[config.mk]
export PLATFORM = sky130hd
export DESIGN_NAME = histogram_lut_uygulayici_flat
export DESIGN_NICKNAME = d
export VERILOG_FILES = /design/src/rtl/histogram_lut_uygulayici_if.sv /design/src/rtl/histogram_lut_uygulayici.sv /design/src/flat_wrapper.sv
export SDC_FILE = /design/constraint.sdc
export NUM_CORES = 2
export LEC_CHECK = 0
export ABC_AREA = 1
export BUFFER_PORTS_ARGS = -buffer_cell sky130_fd_sc_hd__buf_4
export CAP_MARGIN = 40
export CORE_MARGIN = 2
export CORE_UTILIZATION = 35
export DETAILED_ROUTE_END_ITERATION = 8
export HOLD_SLACK_MARGIN = 0.1
export PLACE_DENSITY = 0.48
export SLEW_MARGIN = 25
export SYNTH_ARGS = -nofsm -noshare
export SYNTH_HDL_FRONTEND = slang
export SYNTH_SLANG_ARGS = --single-unit
[constraint.sdc]
create_clock -name clk_i -period 2.8 [get_ports clk_i]
set_input_delay 0.28 -clock clk_i [delete_from_list [all_inputs] [get_ports clk_i]]
set_output_delay 0.28 -clock clk_i [all_outputs]
set_load 0.02 [all_outputs]
[src/rtl/histogram_lut_uygulayici_if.sv]
`default_nettype none
// ============================================================================
// Module      : histogram_lut_uygulayici_if
// Description : Bundles the LUT-load port and the pixel stream port of the
//               histogram LUT remapper.
//               master : drives LUT entries and input pixels, receives the
//                        remapped pixels and status.
//               slave  : the remapper itself.
//   lut_gecerli_i / lut_veri_i   LUT entry strobe and value (entries 0..N-1)
//   lut_hazir_o / lut_hata_o     write bank not full / sticky overflow flag
//   etkin_i / pixel_i / hazir_o  input pixel valid / value / accept enable
//   pixel_o / gecerli_o          remapped pixel and its valid
//   cerceve_bitti_o              pulse with the valid of a frame's last pixel
// Revision    : 1.0 - initial release
// ============================================================================
interface histogram_lut_uygulayici_if #(
    parameter int PIXEL_BIT = 8
);
    logic                 lut_gecerli_i;
    logic [PIXEL_BIT-1:0] lut_veri_i;
    logic                 lut_hazir_o;
    logic                 lut_hata_o;
    logic                 etkin_i;
    logic [PIXEL_BIT-1:0] pixel_i;
    logic                 hazir_o;
    logic [PIXEL_BIT-1:0] pixel_o;
    logic                 gecerli_o;
    logic                 cerceve_bitti_o;

    modport master (
        output lut_gecerli_i, lut_veri_i, etkin_i, pixel_i,
        input  lut_hazir_o, lut_hata_o, hazir_o, pixel_o, gecerli_o, cerceve_bitti_o
    );

    modport slave (
        input  lut_gecerli_i, lut_veri_i, etkin_i, pixel_i,
        output lut_hazir_o, lut_hata_o, hazir_o, pixel_o, gecerli_o, cerceve_bitti_o
    );
endinterface
`default_nettype wire

[src/rtl/histogram_lut_uygulayici.sv]
`default_nettype none
// ============================================================================
// Module      : histogram_lut_uygulayici
// Description : Final stage of histogram equalisation. Captures the streamed
//               2**PIXEL_BIT-entry LUT into a ping-pong bank pair and maps a
//               raster pixel stream through the active bank (out = LUT[in]).
//               A freshly loaded bank becomes active only between frames.
// Ports       : clk_i  - single clock, rising edge
//               rst_i  - synchronous reset, active-high
//               bus    - histogram_lut_uygulayici_if.slave (LUT load port,
//                        pixel in/out stream, status)
// Revision    : 1.0 - initial release
// ============================================================================
module histogram_lut_uygulayici #(
    parameter int PIXEL_BIT = 8,
    parameter int GENISLIK  = 320,
    parameter int YUKSEKLIK = 240
) (
    input  logic                         clk_i,
    input  logic                         rst_i,
    histogram_lut_uygulayici_if.slave    bus
);

    localparam int DERINLIK      = 2 ** PIXEL_BIT;
    localparam int PIKSEL_SAYISI = GENISLIK * YUKSEKLIK;
    localparam int SAYAC_W       = (PIKSEL_SAYISI > 1) ? $clog2(PIKSEL_SAYISI) : 1;
    localparam logic [SAYAC_W-1:0]   SON_PIKSEL = SAYAC_W'(PIKSEL_SAYISI - 1);
    localparam logic [PIXEL_BIT-1:0] SON_GIRIS  = PIXEL_BIT'(DERINLIK - 1);

    // Both banks share one RAM; the MSB of the address selects the bank.
    logic [PIXEL_BIT-1:0] lut_ram [0:2*DERINLIK-1];

    logic                 yazma_bank_q,     yazma_bank_d;
    logic                 yazma_dolu_q,     yazma_dolu_d;
    logic                 okuma_gecerli_q,  okuma_gecerli_d;
    logic [PIXEL_BIT-1:0] lut_sayac_q,      lut_sayac_d;
    logic                 lut_hata_q,       lut_hata_d;
    logic [SAYAC_W-1:0]   piksel_sayac_q,   piksel_sayac_d;
    logic                 cerceve_ortasi_q, cerceve_ortasi_d;
    logic                 gecerli_q,        gecerli_d;
    logic                 cerceve_bitti_q,  cerceve_bitti_d;
    logic [PIXEL_BIT-1:0] pixel_q;

    logic                 lut_yaz;
    logic                 degistir;
    logic                 hazir;
    logic                 kabul;
    logic [PIXEL_BIT:0]   yazma_adres;
    logic [PIXEL_BIT:0]   okuma_adres;

    // A full write bank is promoted only while no frame is in flight; during
    // that cycle pixel acceptance is blocked so no read straddles the swap.
    assign lut_yaz     = bus.lut_gecerli_i & ~yazma_dolu_q & ~rst_i;
    assign degistir    = yazma_dolu_q & ~cerceve_ortasi_q;
    assign hazir       = okuma_gecerli_q & ~degistir;
    assign kabul       = bus.etkin_i & hazir;
    // The read bank is always the one not being written.
    assign yazma_adres = {yazma_bank_q, lut_sayac_q};
    assign okuma_adres = {~yazma_bank_q, bus.pixel_i};

    always_comb begin
        yazma_bank_d     = yazma_bank_q;
        yazma_dolu_d     = yazma_dolu_q;
        okuma_gecerli_d  = okuma_gecerli_q;
        lut_sayac_d      = lut_sayac_q;
        lut_hata_d       = lut_hata_q;
        piksel_sayac_d   = piksel_sayac_q;
        cerceve_ortasi_d = cerceve_ortasi_q;
        gecerli_d        = kabul;
        cerceve_bitti_d  = 1'b0;

        // LUT loading; the counter wraps so the next load starts at entry 0.
        if (lut_yaz) begin
            lut_sayac_d = lut_sayac_q + 1'b1;
            if (lut_sayac_q == SON_GIRIS) begin
                yazma_dolu_d = 1'b1;
            end
        end
        if (bus.lut_gecerli_i && yazma_dolu_q) begin
            lut_hata_d = 1'b1;
        end

        if (degistir) begin
            yazma_bank_d    = ~yazma_bank_q;
            okuma_gecerli_d = 1'b1;
            yazma_dolu_d    = 1'b0;
        end

        // Frame position advances only on accepted pixels.
        if (kabul) begin
            if (piksel_sayac_q == SON_PIKSEL) begin
                piksel_sayac_d   = '0;
                cerceve_ortasi_d = 1'b0;
                cerceve_bitti_d  = 1'b1;
            end else begin
                piksel_sayac_d   = piksel_sayac_q + 1'b1;
                cerceve_ortasi_d = 1'b1;
            end
        end
    end

    always_ff @(posedge clk_i) begin
        if (rst_i) begin
            yazma_bank_q     <= 1'b0;
            yazma_dolu_q     <= 1'b0;
            okuma_gecerli_q  <= 1'b0;
            lut_sayac_q      <= '0;
            lut_hata_q       <= 1'b0;
            piksel_sayac_q   <= '0;
            cerceve_ortasi_q <= 1'b0;
            gecerli_q        <= 1'b0;
            cerceve_bitti_q  <= 1'b0;
        end else begin
            yazma_bank_q     <= yazma_bank_d;
            yazma_dolu_q     <= yazma_dolu_d;
            okuma_gecerli_q  <= okuma_gecerli_d;
            lut_sayac_q      <= lut_sayac_d;
            lut_hata_q       <= lut_hata_d;
            piksel_sayac_q   <= piksel_sayac_d;
            cerceve_ortasi_q <= cerceve_ortasi_d;
            gecerli_q        <= gecerli_d;
            cerceve_bitti_q  <= cerceve_bitti_d;
        end
    end

    // LUT storage is deliberately not reset; validity is tracked by the flags.
    always_ff @(posedge clk_i) begin
        if (lut_yaz) begin
            lut_ram[yazma_adres] <= bus.lut_veri_i;
        end
    end

    // Synchronous read register; holds its value between accepted pixels.
    always_ff @(posedge clk_i) begin
        if (rst_i) begin
            pixel_q <= '0;
        end else if (kabul) begin
            pixel_q <= lut_ram[okuma_adres];
        end
    end

    assign bus.lut_hazir_o     = ~yazma_dolu_q;
    assign bus.lut_hata_o      = lut_hata_q;
    assign bus.hazir_o         = hazir;
    assign bus.pixel_o         = pixel_q;
    assign bus.gecerli_o       = gecerli_q;
    assign bus.cerceve_bitti_o = cerceve_bitti_q;

endmodule
`default_nettype wire
[src/flat_wrapper.sv]
// flat-port wrapper written by rule: the top's interface ports become plain ports
module histogram_lut_uygulayici_flat 
#(
    parameter int PIXEL_BIT = 8,
    parameter int GENISLIK  = 320,
    parameter int YUKSEKLIK = 240
)
  (clk_i, rst_i, bus_lut_gecerli_i, bus_lut_veri_i, bus_etkin_i, bus_pixel_i, bus_lut_hazir_o, bus_lut_hata_o, bus_hazir_o, bus_pixel_o, bus_gecerli_o, bus_cerceve_bitti_o);
  histogram_lut_uygulayici_if #(.PIXEL_BIT(PIXEL_BIT)) bus_i ();
  input  logic clk_i;
  input  logic rst_i;
  input wire logic [$bits(bus_i.lut_gecerli_i)-1:0] bus_lut_gecerli_i;
  input wire logic [$bits(bus_i.lut_veri_i)-1:0] bus_lut_veri_i;
  input wire logic [$bits(bus_i.etkin_i)-1:0] bus_etkin_i;
  input wire logic [$bits(bus_i.pixel_i)-1:0] bus_pixel_i;
  output wire logic [$bits(bus_i.lut_hazir_o)-1:0] bus_lut_hazir_o;
  output wire logic [$bits(bus_i.lut_hata_o)-1:0] bus_lut_hata_o;
  output wire logic [$bits(bus_i.hazir_o)-1:0] bus_hazir_o;
  output wire logic [$bits(bus_i.pixel_o)-1:0] bus_pixel_o;
  output wire logic [$bits(bus_i.gecerli_o)-1:0] bus_gecerli_o;
  output wire logic [$bits(bus_i.cerceve_bitti_o)-1:0] bus_cerceve_bitti_o;
  assign bus_i.lut_gecerli_i = bus_lut_gecerli_i;
  assign bus_i.lut_veri_i = bus_lut_veri_i;
  assign bus_i.etkin_i = bus_etkin_i;
  assign bus_i.pixel_i = bus_pixel_i;
  assign bus_lut_hazir_o = bus_i.lut_hazir_o;
  assign bus_lut_hata_o = bus_i.lut_hata_o;
  assign bus_hazir_o = bus_i.hazir_o;
  assign bus_pixel_o = bus_i.pixel_o;
  assign bus_gecerli_o = bus_i.gecerli_o;
  assign bus_cerceve_bitti_o = bus_i.cerceve_bitti_o;
  histogram_lut_uygulayici #(.PIXEL_BIT(PIXEL_BIT), .GENISLIK(GENISLIK), .YUKSEKLIK(YUKSEKLIK)) u_core (.clk_i(clk_i), .rst_i(rst_i), .bus(bus_i));
endmodule
==> reports/metrics.yaml <==
power_frac_seq_pct: 49.9
grtUsageMet3_pct: 2.76
holdPathStages: 2
synth.area.top_cells: "edfxtp_1, nand3_1, nand2_1"
arrival_ns: 3.28
yosysTopAreaCell: "edfxtp_1"
final_common_cell: "nand2_1"
yosys.area.top_type_share_pct: 73.0
setup_viol_count_final: 0
postSynthCellCount: 14100
cts_root_buffer: "clkbuf_16"
die_w_um: 698
r2r.worst_path.cells: 11
place.gp.congestion: 0.847
maxCapViolCount: 0
grt_use_met1_pct: 30.2
synth_top_family_by_area: "simple AND/OR/NAND/NOR gates"
drt-initial-drc-count: 11600
min_period_ns: 2.55
final_cells: 21900
core-area_mm2: 0.479
clock.fmax_ghz: 0.392
internal_power_mw: 105
via_count: 112000
skew_ns: 0.0438
relSlewSlack_pct: 40.0
rows: 254
worstSetupPathType: "reg -> reg"
p_sw_mw: 31.2
insertion_delay_ns: 1.04
seq_area_mm2: 0.124
status: "finished clean"
grt_max_degree: 115
layout_common_cells: "nand2_1, edfxtp_1, nand3_1, buf_4, nor2_1"
startpoint_type: "flop"
antenna_found_initial: 27
min_path_type: "in -> reg"
cp-end-kind: "flop"
grt_pass1_wl_um: 780000
syn_avg_cell_area_um2: 12.0
routed_wl_um: 540000
ys_seq_area_share_pct: 73.5
placed_cells: 21000
pin_count: 33
numCtsBuffers: 446
synth_fa_ha_area_share_pct: 0.0371
ant_nets: 0
period_share_pct: 91.1
peakVddDrop_uv: 547
multi_input_area_mm2: 0.0389
worstPathRequired_ns: 3.52
layout-drive-gt1-share_pct: 14.0
clk_pin_slew_worst_paths_ns: 0.06
grt_usage_pct: 21.6
tritoncts: "yes"
dp_hpwl_um: 340000
grt-ovfl-total: 0
syn_to_final_growth_pct: 19.1
remaining_drc_errors: 0
htree_levels: 5
synth_cell_type_count: 30
nFillCells: 44900
busiest_layer: "met2"
synthSimpleGateAreaFrac_pct: 22.8
finalMaxSlewViolations: 0
dp_worst_setup_slack_ns: -0.491
clock_path_buffers: 4
timing.final.hold_violations: 0
yosys.area_share.xor_xnor_pct: 0.0416
crit_fanout: 9
grt_pass1_vias: 108000
pwr_density_cell_mw_per_mm2: 679
dieArea_mm2: 0.487
synth.area.mux_share_pct: 0
syn-cell-area_mm2: 0.168
drt_pass1_iterations: 6
fin_nets: 15100
yosys_warnings: 0
port_buffers: 32
met2_usage_pct: 35.2
setup_slack_ns: 0.248
synth_compound_area_share_pct: 0.137
vias_per_cell: 5.15
switching_share_pct: 22.9
clkPwrFrac_pct: 43.5
combPwrFrac_pct: 6.5
worstMarginPinSlew_ns: 0.899
wl_per_cell_um: 24.7
clock_sinks: 4136
synth_nets: 14100
ys_ff_latch: 4136
leakagePower_nw: 71.5
start_util_pct: 35.2
die_h_um: 698
[power by group through the flow]
stage                     Clock [mW]  Combinational (mW)  Sequential (mW)
final                           59.3                8.89             68.0
after global routing            62.7                9.55             68.0
after CTS                       60.4                8.95             68.0
after detailed placement           0                8.91             69.3
after global placement             0                8.90             69.3
after floorplan                    0                4.13             69.4
[worst paths after layout]
check | from | to | slack, ns
hold / removal | bus_lut_veri_i[3] | u_core.lut_ram[358][3] | 0.21
setup reg to reg | u_core.yazma_dolu_q | u_core.lut_ram[191][0] | 0.25
setup / recovery | u_core.yazma_dolu_q | u_core.lut_ram[191][0] | 0.25
hold reg to reg | u_core.okuma_gecerli_q | u_core.okuma_gecerli_q | 0.48
[worst max-delay path: stages, from the launching register on]
cell	delay [ns]
dfxtp_1	0.34
inv_2	0.10
nand3_2	0.16
inv_1	0.09
nand2_1	0.10
nor2_1	0.19
inv_4	0.13
nor2_1	0.29
clkinvlp_4	0.14
buf_4	0.21
nor4_1	0.25
buf_4	0.25
[cell families (layout without fill, tap and decap cells)]
family | Yosys count | count (layout)
AO/OA/AOI/OAI | 40 | 40
adder cells (fa/ha/maj) | 5 | 5
AND/OR/NAND/NOR | 8843 | 8843
buffers and inverters | 1052 | 2413
XOR/XNOR | 8 | 8
flip-flops | 4136 | 4136
other | 0 | 8
[routing by layer]
metal	wire length [µm]	up-vias	part of all wire, %
li1	-	52200	-
met1	237000	56100	44
met2	254000	3479	47
met3	31800	775	5.9
met4	16300	4	3.0
met5	23	-	0.0043
[stage by stage]
stage	TNS (ns)	cell area [µm²]	power, mW	util, %	hold WS, ns
2_1_floorplan	0	168000	73.5	-	0.379
3_3_place_gp	-3.33	186000	78.2	38.8	0.446
3_5_place_dp	-2.76	186000	78.2	38.8	0.466
4_1_cts	0	201000	137	41.9	0.143
5_1_grt	-0.305	201000	140	41.9	0.182
6_report	0	201000	136	41.9	0.214
[area by class of cell]
class / instances / area share, %
sequential: 4136 / 61.7
multi-input combinational: 8896 / 19.4
timing repair buffer: 1533 / 7.52
clock buffer: 550 / 5.83
tap: 6400 / 3.99
clock inverter: 269 / 1.41
inverter: 61 / 0.144
antenna: 8 / 0.00998
[state kept, by name (all words and copies together), names as in the netlist]
| register | cells |
|---|---|
| u_core.yazma_dolu_q | 1 |
| u_core.okuma_gecerli_q | 1 |
| u_core.bus.gecerli_o | 1 |
| u_core.lut_sayac_q | 8 |
| u_core.bus.lut_hata_o | 1 |
| u_core.piksel_sayac_q | 17 |
| u_core.lut_ram | 4096 |
| u_core.cerceve_ortasi_q | 1 |
| u_core.yazma_bank_q | 1 |
| u_core.bus.pixel_o | 8 |
| u_core.bus.cerceve_bitti_o | 1 |
[synthesized netlist by cell type]
library cell,n
nor4_1,6
a2111oi_0,1
buf_12,1
nor3_1,18
o21ai_0,8
xnor2_1,3
inv_1,53
nand3_1,4095
a21oi_1,19
o21ai_1,1
buf_6,108
o21a_1,8
buf_1,101
inv_4,2
buf_4,118
edfxtp_1,4096
nand3_2,1
dfxtp_1,40
nand2_1,4172
buf_8,2
ha_1,5
xor2_1,5
inv_2,6
clkbuf_1,163
nor2_1,549
a211oi_1,2
buf_2,498
a31oi_1,1
nor3b_1,1
nor3_2,1
[repair_timing]
action,4_1_cts,5_1_grt
hold endpoints to repair,3039,0
setup endpoints to repair,0,76
buffers inserted,0,3
hold buffers,13,0
resized for setup,0,3
(Power assumes the default switching activity.)
